--- config.mk ---
export PLATFORM = sky130hd
export DESIGN_NAME = spi_avalon_master
export DESIGN_NICKNAME = d
export VERILOG_FILES = /design/src/rtl/spi_avalon_master.sv
export SDC_FILE = /design/constraint.sdc
export NUM_CORES = 1
export LEC_CHECK = 0
export CELL_PAD_IN_SITES_DETAIL_PLACEMENT = 1
export CELL_PAD_IN_SITES_GLOBAL_PLACEMENT = 2
export CORE_AREA = 10 10 144 146
export CTS_CLUSTER_DIAMETER = 60
export DETAILED_ROUTE_END_ITERATION = 8
export DIE_AREA = 0 0 154 156
export PLACE_DENSITY_LB_ADDON = 0.12
export SYNTH_ARGS = -nofsm -noshare
export SYNTH_HDL_FRONTEND = slang
export SYNTH_SLANG_ARGS = --single-unit
--- constraint.sdc ---
create_clock -name clk -period 2.5 [get_ports clk]
set_clock_uncertainty 0.1 [all_clocks]
set_input_delay 0.5 -clock clk [delete_from_list [all_inputs] [get_ports clk]]
set_output_delay 0.5 -clock clk [all_outputs]
set_load 0.02 [all_outputs]
--- src/rtl/spi_avalon_master.sv ---
// Bridge request to Avalon-MM master: write acks 2 cycles after request, read acks after readdatavalid + 1.
// Stalls on avm_waitrequest; the bridge holds its request until req_ack. `AVM_TIMEOUT_EN adds a per-transaction abort.
module spi_avalon_master #(
    parameter int          ADDR_SHIFT      = 2,
    parameter int          TIMEOUT_CYCLES  = 1024,
    parameter logic [31:0] TIMEOUT_PATTERN = 32'hDEAD_BEEF
) (
    input  logic        clk,
    input  logic        nreset,
    input  logic        req_read,
    input  logic        req_write,
    input  logic [31:0] req_address,
    input  logic [3:0]  req_byte_enable,
    input  logic [31:0] req_writedata,
    output logic        req_ack,
    output logic [31:0] req_readdata,
    output logic [31:0] avm_address,
    output logic        avm_read,
    output logic        avm_write,
    output logic [3:0]  avm_byteenable,
    output logic [31:0] avm_writedata,
    input  logic        avm_waitrequest,
    input  logic [31:0] avm_readdata,
    input  logic        avm_readdatavalid,
    output logic        err_timeout,
    input  logic        err_clear
);

    localparam logic [2:0] S_IDLE      = 3'd0;
    localparam logic [2:0] S_ISSUE     = 3'd1;
    localparam logic [2:0] S_WAIT_DATA = 3'd2;
    localparam logic [2:0] S_ACK       = 3'd3;
    localparam logic [2:0] S_RELEASE   = 3'd4;

    logic [2:0]  state_q, state_d;
    logic        wr_q, wr_d;
    logic [31:0] addr_q, addr_d;
    logic [3:0]  be_q, be_d;
    logic [31:0] wdata_q, wdata_d;
    logic [31:0] rdata_q, rdata_d;
    logic        timeout_hit;

`ifdef AVM_TIMEOUT_EN
    logic [15:0] cnt_q, cnt_d;
    logic        err_q, err_d;
    logic        abort;
    logic        busy;

    assign busy        = (state_q == S_ISSUE) || (state_q == S_WAIT_DATA);
    assign timeout_hit = busy && ((cnt_q + 16'd1) == 16'(TIMEOUT_CYCLES));
    // A completing handshake on the same edge as expiry takes precedence over the abort.
    assign abort = timeout_hit &&
                   (((state_q == S_ISSUE) && avm_waitrequest) ||
                    ((state_q == S_WAIT_DATA) && !avm_readdatavalid));

    always_comb begin
        cnt_d = cnt_q;
        if (state_q == S_IDLE) begin
            cnt_d = 16'd0;
        end else if (busy) begin
            cnt_d = cnt_q + 16'd1;
        end
        err_d = abort | (err_q & ~err_clear);
    end

    always_ff @(posedge clk) begin
        if (!nreset) begin
            cnt_q <= 16'd0;
            err_q <= 1'b0;
        end else begin
            cnt_q <= cnt_d;
            err_q <= err_d;
        end
    end

    assign err_timeout = err_q;
`else
    logic unused_ok;

    assign timeout_hit = 1'b0;
    assign err_timeout = 1'b0;
    assign unused_ok   = &{1'b0, err_clear, 32'(TIMEOUT_CYCLES)};
`endif

    always_comb begin
        state_d = state_q;
        wr_d    = wr_q;
        addr_d  = addr_q;
        be_d    = be_q;
        wdata_d = wdata_q;
        rdata_d = rdata_q;
        case (state_q)
            S_IDLE: begin
                if (req_write || req_read) begin
                    state_d = S_ISSUE;
                    wr_d    = req_write;
                    addr_d  = req_address << ADDR_SHIFT;
                    be_d    = req_byte_enable;
                    wdata_d = req_writedata;
                end
            end
            S_ISSUE: begin
                if (!avm_waitrequest) begin
                    if (wr_q) begin
                        state_d = S_ACK;
                    end else if (avm_readdatavalid) begin
                        rdata_d = avm_readdata;
                        state_d = S_ACK;
                    end else begin
                        state_d = S_WAIT_DATA;
                    end
                end else if (timeout_hit) begin
                    state_d = S_ACK;
                    if (!wr_q) begin
                        rdata_d = TIMEOUT_PATTERN;
                    end
                end
            end
            S_WAIT_DATA: begin
                if (avm_readdatavalid) begin
                    rdata_d = avm_readdata;
                    state_d = S_ACK;
                end else if (timeout_hit) begin
                    rdata_d = TIMEOUT_PATTERN;
                    state_d = S_ACK;
                end
            end
            S_ACK: begin
                state_d = S_RELEASE;
            end
            S_RELEASE: begin
                // Wait for the bridge to drop a still-held request so it is not replayed.
                if (!req_read && !req_write) begin
                    state_d = S_IDLE;
                end
            end
            default: begin
                state_d = S_IDLE;
            end
        endcase
    end

    always_ff @(posedge clk) begin
        if (!nreset) begin
            state_q <= S_IDLE;
            wr_q    <= 1'b0;
            addr_q  <= 32'd0;
            be_q    <= 4'd0;
            wdata_q <= 32'd0;
            rdata_q <= 32'd0;
        end else begin
            state_q <= state_d;
            wr_q    <= wr_d;
            addr_q  <= addr_d;
            be_q    <= be_d;
            wdata_q <= wdata_d;
            rdata_q <= rdata_d;
        end
    end

    assign avm_read       = (state_q == S_ISSUE) && !wr_q;
    assign avm_write      = (state_q == S_ISSUE) && wr_q;
    assign avm_address    = addr_q;
    assign avm_byteenable = be_q;
    assign avm_writedata  = wdata_q;
    assign req_ack        = (state_q == S_ACK);
    assign req_readdata   = rdata_q;

endmodule

==> results <==
through the flow:
| stage | area (µm²) | utilization, % | setup WS [ns] | power (mW) | TNS [ns] |
|---|---|---|---|---|---|
| final | 6370 | 35.7 | 0.180 | 4.32 | 0 |
| after global routing | 6370 | 35.7 | 0.0339 | 4.55 | 0 |
| after CTS | 6370 | 35.7 | 0.0424 | 4.42 | 0 |
| after detailed placement | 6090 | 34.2 | -0.000723 | 3.01 | -0.000723 |
| after global placement | 6090 | 34.2 | 0.0478 | 2.99 | 0 |
| after floorplan | 3880 | - | 0.604 | 2.45 | 0 |
worst max path at each step:
stage / from / to / slack [ns] / cells past startpoint
after CTS: state_q[0]$_SDFFE_PN0P_ / avm_read / 0.04 / 2
after floorplan: avm_waitrequest / req_readdata[10]$_SDFFE_PN0P_ / 0.60 / 4
after detailed placement: avm_waitrequest / req_readdata[7]$_SDFFE_PN0P_ / -0.0007 / 4
after global routing: state_q[0]$_SDFFE_PN0P_ / req_ack / 0.03 / 2
final: state_q[0]$_SDFFE_PN0P_ / req_ack / 0.18 / 2
after global placement: avm_waitrequest / req_readdata[7]$_SDFFE_PN0P_ / 0.05 / 4
power breakdown:
part,total (mW),switching [mW],internal [mW]
logic,1.09,0.524,0.566
registers,1.86,0.0871,1.78
clock network,1.37,0.656,0.711
total,4.32,1.27,3.05
cell usage after synthesis:
| cell type | count |
|---|---|
| clkbuf_1 | 18 |
| o31a_1 | 1 |
| nand2b_1 | 2 |
| nor4bb_1 | 1 |
| and3b_1 | 1 |
| inv_1 | 1 |
| a21oi_1 | 3 |
| or4b_4 | 1 |
| nor4b_1 | 2 |
| o311a_4 | 1 |
| mux2i_1 | 66 |
| or3b_1 | 1 |
| conb_1 | 1 |
| nand2_1 | 133 |
| nor2b_1 | 1 |
| a31o_2 | 1 |
| buf_2 | 2 |
| buf_4 | 11 |
| buf_6 | 3 |
| o21a_1 | 2 |
| nor2_1 | 1 |
| or4bb_1 | 1 |
| a22o_1 | 32 |
| a211oi_2 | 1 |
| nor3_1 | 3 |
| dfxtp_1 | 102 |
cells in the final DEF (no fill, tap or decap), types with 2 or more instances in the layout:
master and n:
clkbuf_1 2, clkinv_4 2, o21a_1 2, nor3_1 3, mux2i_1 66, buf_12 3
nand2_1 133, buf_4 2, nor4b_1 2, nand2b_1 2, dfxtp_1 101, clkdlybuf4s50_1 201
conb_1 3, a22o_1 32, a21oi_1 3, clkbuf_16 9
worst max-delay path, delay by kind of cell, from the launching register on:
kind          cells  cell delay [ns]
simple gates      1             0.24
buf+inv           1             0.65
flops             1             0.48
flip-flops by register name (all words and copies together), names as in the netlist:
register	count
avm_writedata	32
req_readdata	32
avm_address	30
avm_byteenable	4
state_q	3
wr_q	1
logic make-up after synthesis:
kind of cell	synth area share, %
buffers and inverters	5.10
DFF	52.7
other	0.0968
and+or+nand+nor	15.7
muxes	17.1
AOI/OAI and AO/OA	9.34
final cells by class:
type | count | area share [%]
Tap cell | 229 | 4.49
Multi-Input combinational cell | 257 | 26.0
Clock inverter | 4 | 0.491
Inverter | 1 | 0.0589
Sequential cell | 102 | 32.1
Timing Repair Buffer | 208 | 33.1
Clock buffer | 12 | 3.87
what timing repair did:
item	CTS	global route
endpoints found under the setup margin	1	2
resized for setup	1	2
hold buffers	0	0
layer usage:
metal / wire, µm / GRT usage, % / share of wire (%)
met5: 0 / 0 / 0
met4: 190 / 4.05 / 1.3
met3: 1440 / 5.65 / 10
met2: 6560 / 18.2 / 46
met1: 5960 / 12.9 / 42
==> results.sh <==
export IMPL_outcome="finished, final reports clean"
export IMPL_rsz0062_at_grt="false"
export IMPL_drtIter0Drc=94
export IMPL_ant_nets=0
export IMPL_cts_setup_buffers=0
export IMPL_nNetsFinal=686
export IMPL_yosys_warnings=0
export IMPL_stdcell_count=813
export IMPL_drive_above_1_share_pct=4.28
export IMPL_relSlewSlack_pct=65.8
export IMPL_vias=3455
export IMPL_crit_required_ns=1.90
export IMPL_fmax_ghz=0.431
export IMPL_cp_slowest_cell="clkdlybuf4s50_1"
export IMPL_worstPathCellList="and3b_1 -> clkdlybuf4s50_1"
export IMPL_grt_total_usage_pct=11.4
export IMPL_synthTopCellsByArea="dfxtp_1, mux2i_1, nand2_1"
export IMPL_critPathMaxFanout=11
export IMPL_wl_per_cell_um=17.4
export IMPL_grt_pass1_wl_um=21800
export IMPL_cts_made_buffers=9
export IMPL_cp_start_kind="register"
export IMPL_nFillCells=2004
export IMPL_antenna_found_initial=0
export IMPL_fp_dieH_um=156
export IMPL_place_congestion=0.730
export IMPL_r2r_setup_slack_ns=0.49
export IMPL_worstPathArrival_ns=1.72
export IMPL_end_kind="primary output"
export IMPL_cts_root_buf="clkbuf_16"
export IMPL_ys_ff_latch=102
export IMPL_synth_largest_area_cell="dfxtp_1"
export IMPL_clk_path_buf_depth=2
export IMPL_worstHoldPathType="reg2reg"
export IMPL_htreeDepth=3
export IMPL_postSynthCellCount=392
export IMPL_clk_pin_slew_ns=0.07
export IMPL_synth_distinct_cells=26
export IMPL_period_needed_ns=2.32
export IMPL_power_leakage_nw=2.53
export IMPL_ios=211
export IMPL_r2r_start="state_q[0]$_SDFFE_PN0P_"
export IMPL_path_class="reg2out"
export IMPL_diodes=0
export IMPL_grt_overflow=0
export IMPL_holdWs_ns=0.359
export IMPL_slowest_delay_ns=0.65
export IMPL_cap_violations=0
export IMPL_coreArea_um2=17800
export IMPL_r2r_end="req_readdata[15]$_SDFFE_PN0P_"
export IMPL_multi_input_area_um2=1660
export IMPL_drc=0
export IMPL_post_route_period_util_pct=92.8
export IMPL_portBuffers=204
export IMPL_fp_dieW_um=154
export IMPL_dieArea_um2=24000
export IMPL_cts_tree="done"
export IMPL_syn_to_final_growth_pct=64.6
export IMPL_initial_utilization_pct=21.7
export IMPL_row_count=49
export IMPL_grt_pass1_vias=3697
export IMPL_finalSetupViolations=0
export IMPL_hpwl_um=10400
export IMPL_ys_seq_area_share_pct=52.7
export IMPL_clock_sinks=102
export IMPL_placed_cells=797
export IMPL_maxSlewViolCount=0
export IMPL_avgSynthCellArea_um2=9.88
export IMPL_reg2reg_depth=3
export IMPL_drt_first_pass_iters=4
export IMPL_seq_area_um2=2040
export IMPL_synth_top_area_share_pct=52.7
export IMPL_hold_depth=2
export IMPL_clk_latency_ns=0.34
export IMPL_finalHoldViolCount=0
export IMPL_holdCritStartpoint="avm_address[11]$_SDFFE_PN0P_"
export IMPL_tightest_slew_ns=0.514
export IMPL_grt_max_degree=128
export IMPL_via_per_inst=4.25
export IMPL_ir_worst_vdd_uv=340
export IMPL_power_density_nw_per_um2=678
export IMPL_whs_endpoint="avm_address[11]$_SDFFE_PN0P_"
export IMPL_wirelength_um=14100
export IMPL_synth_area_um2=3870
Note: power is estimated with default switching activity, not from simulation.
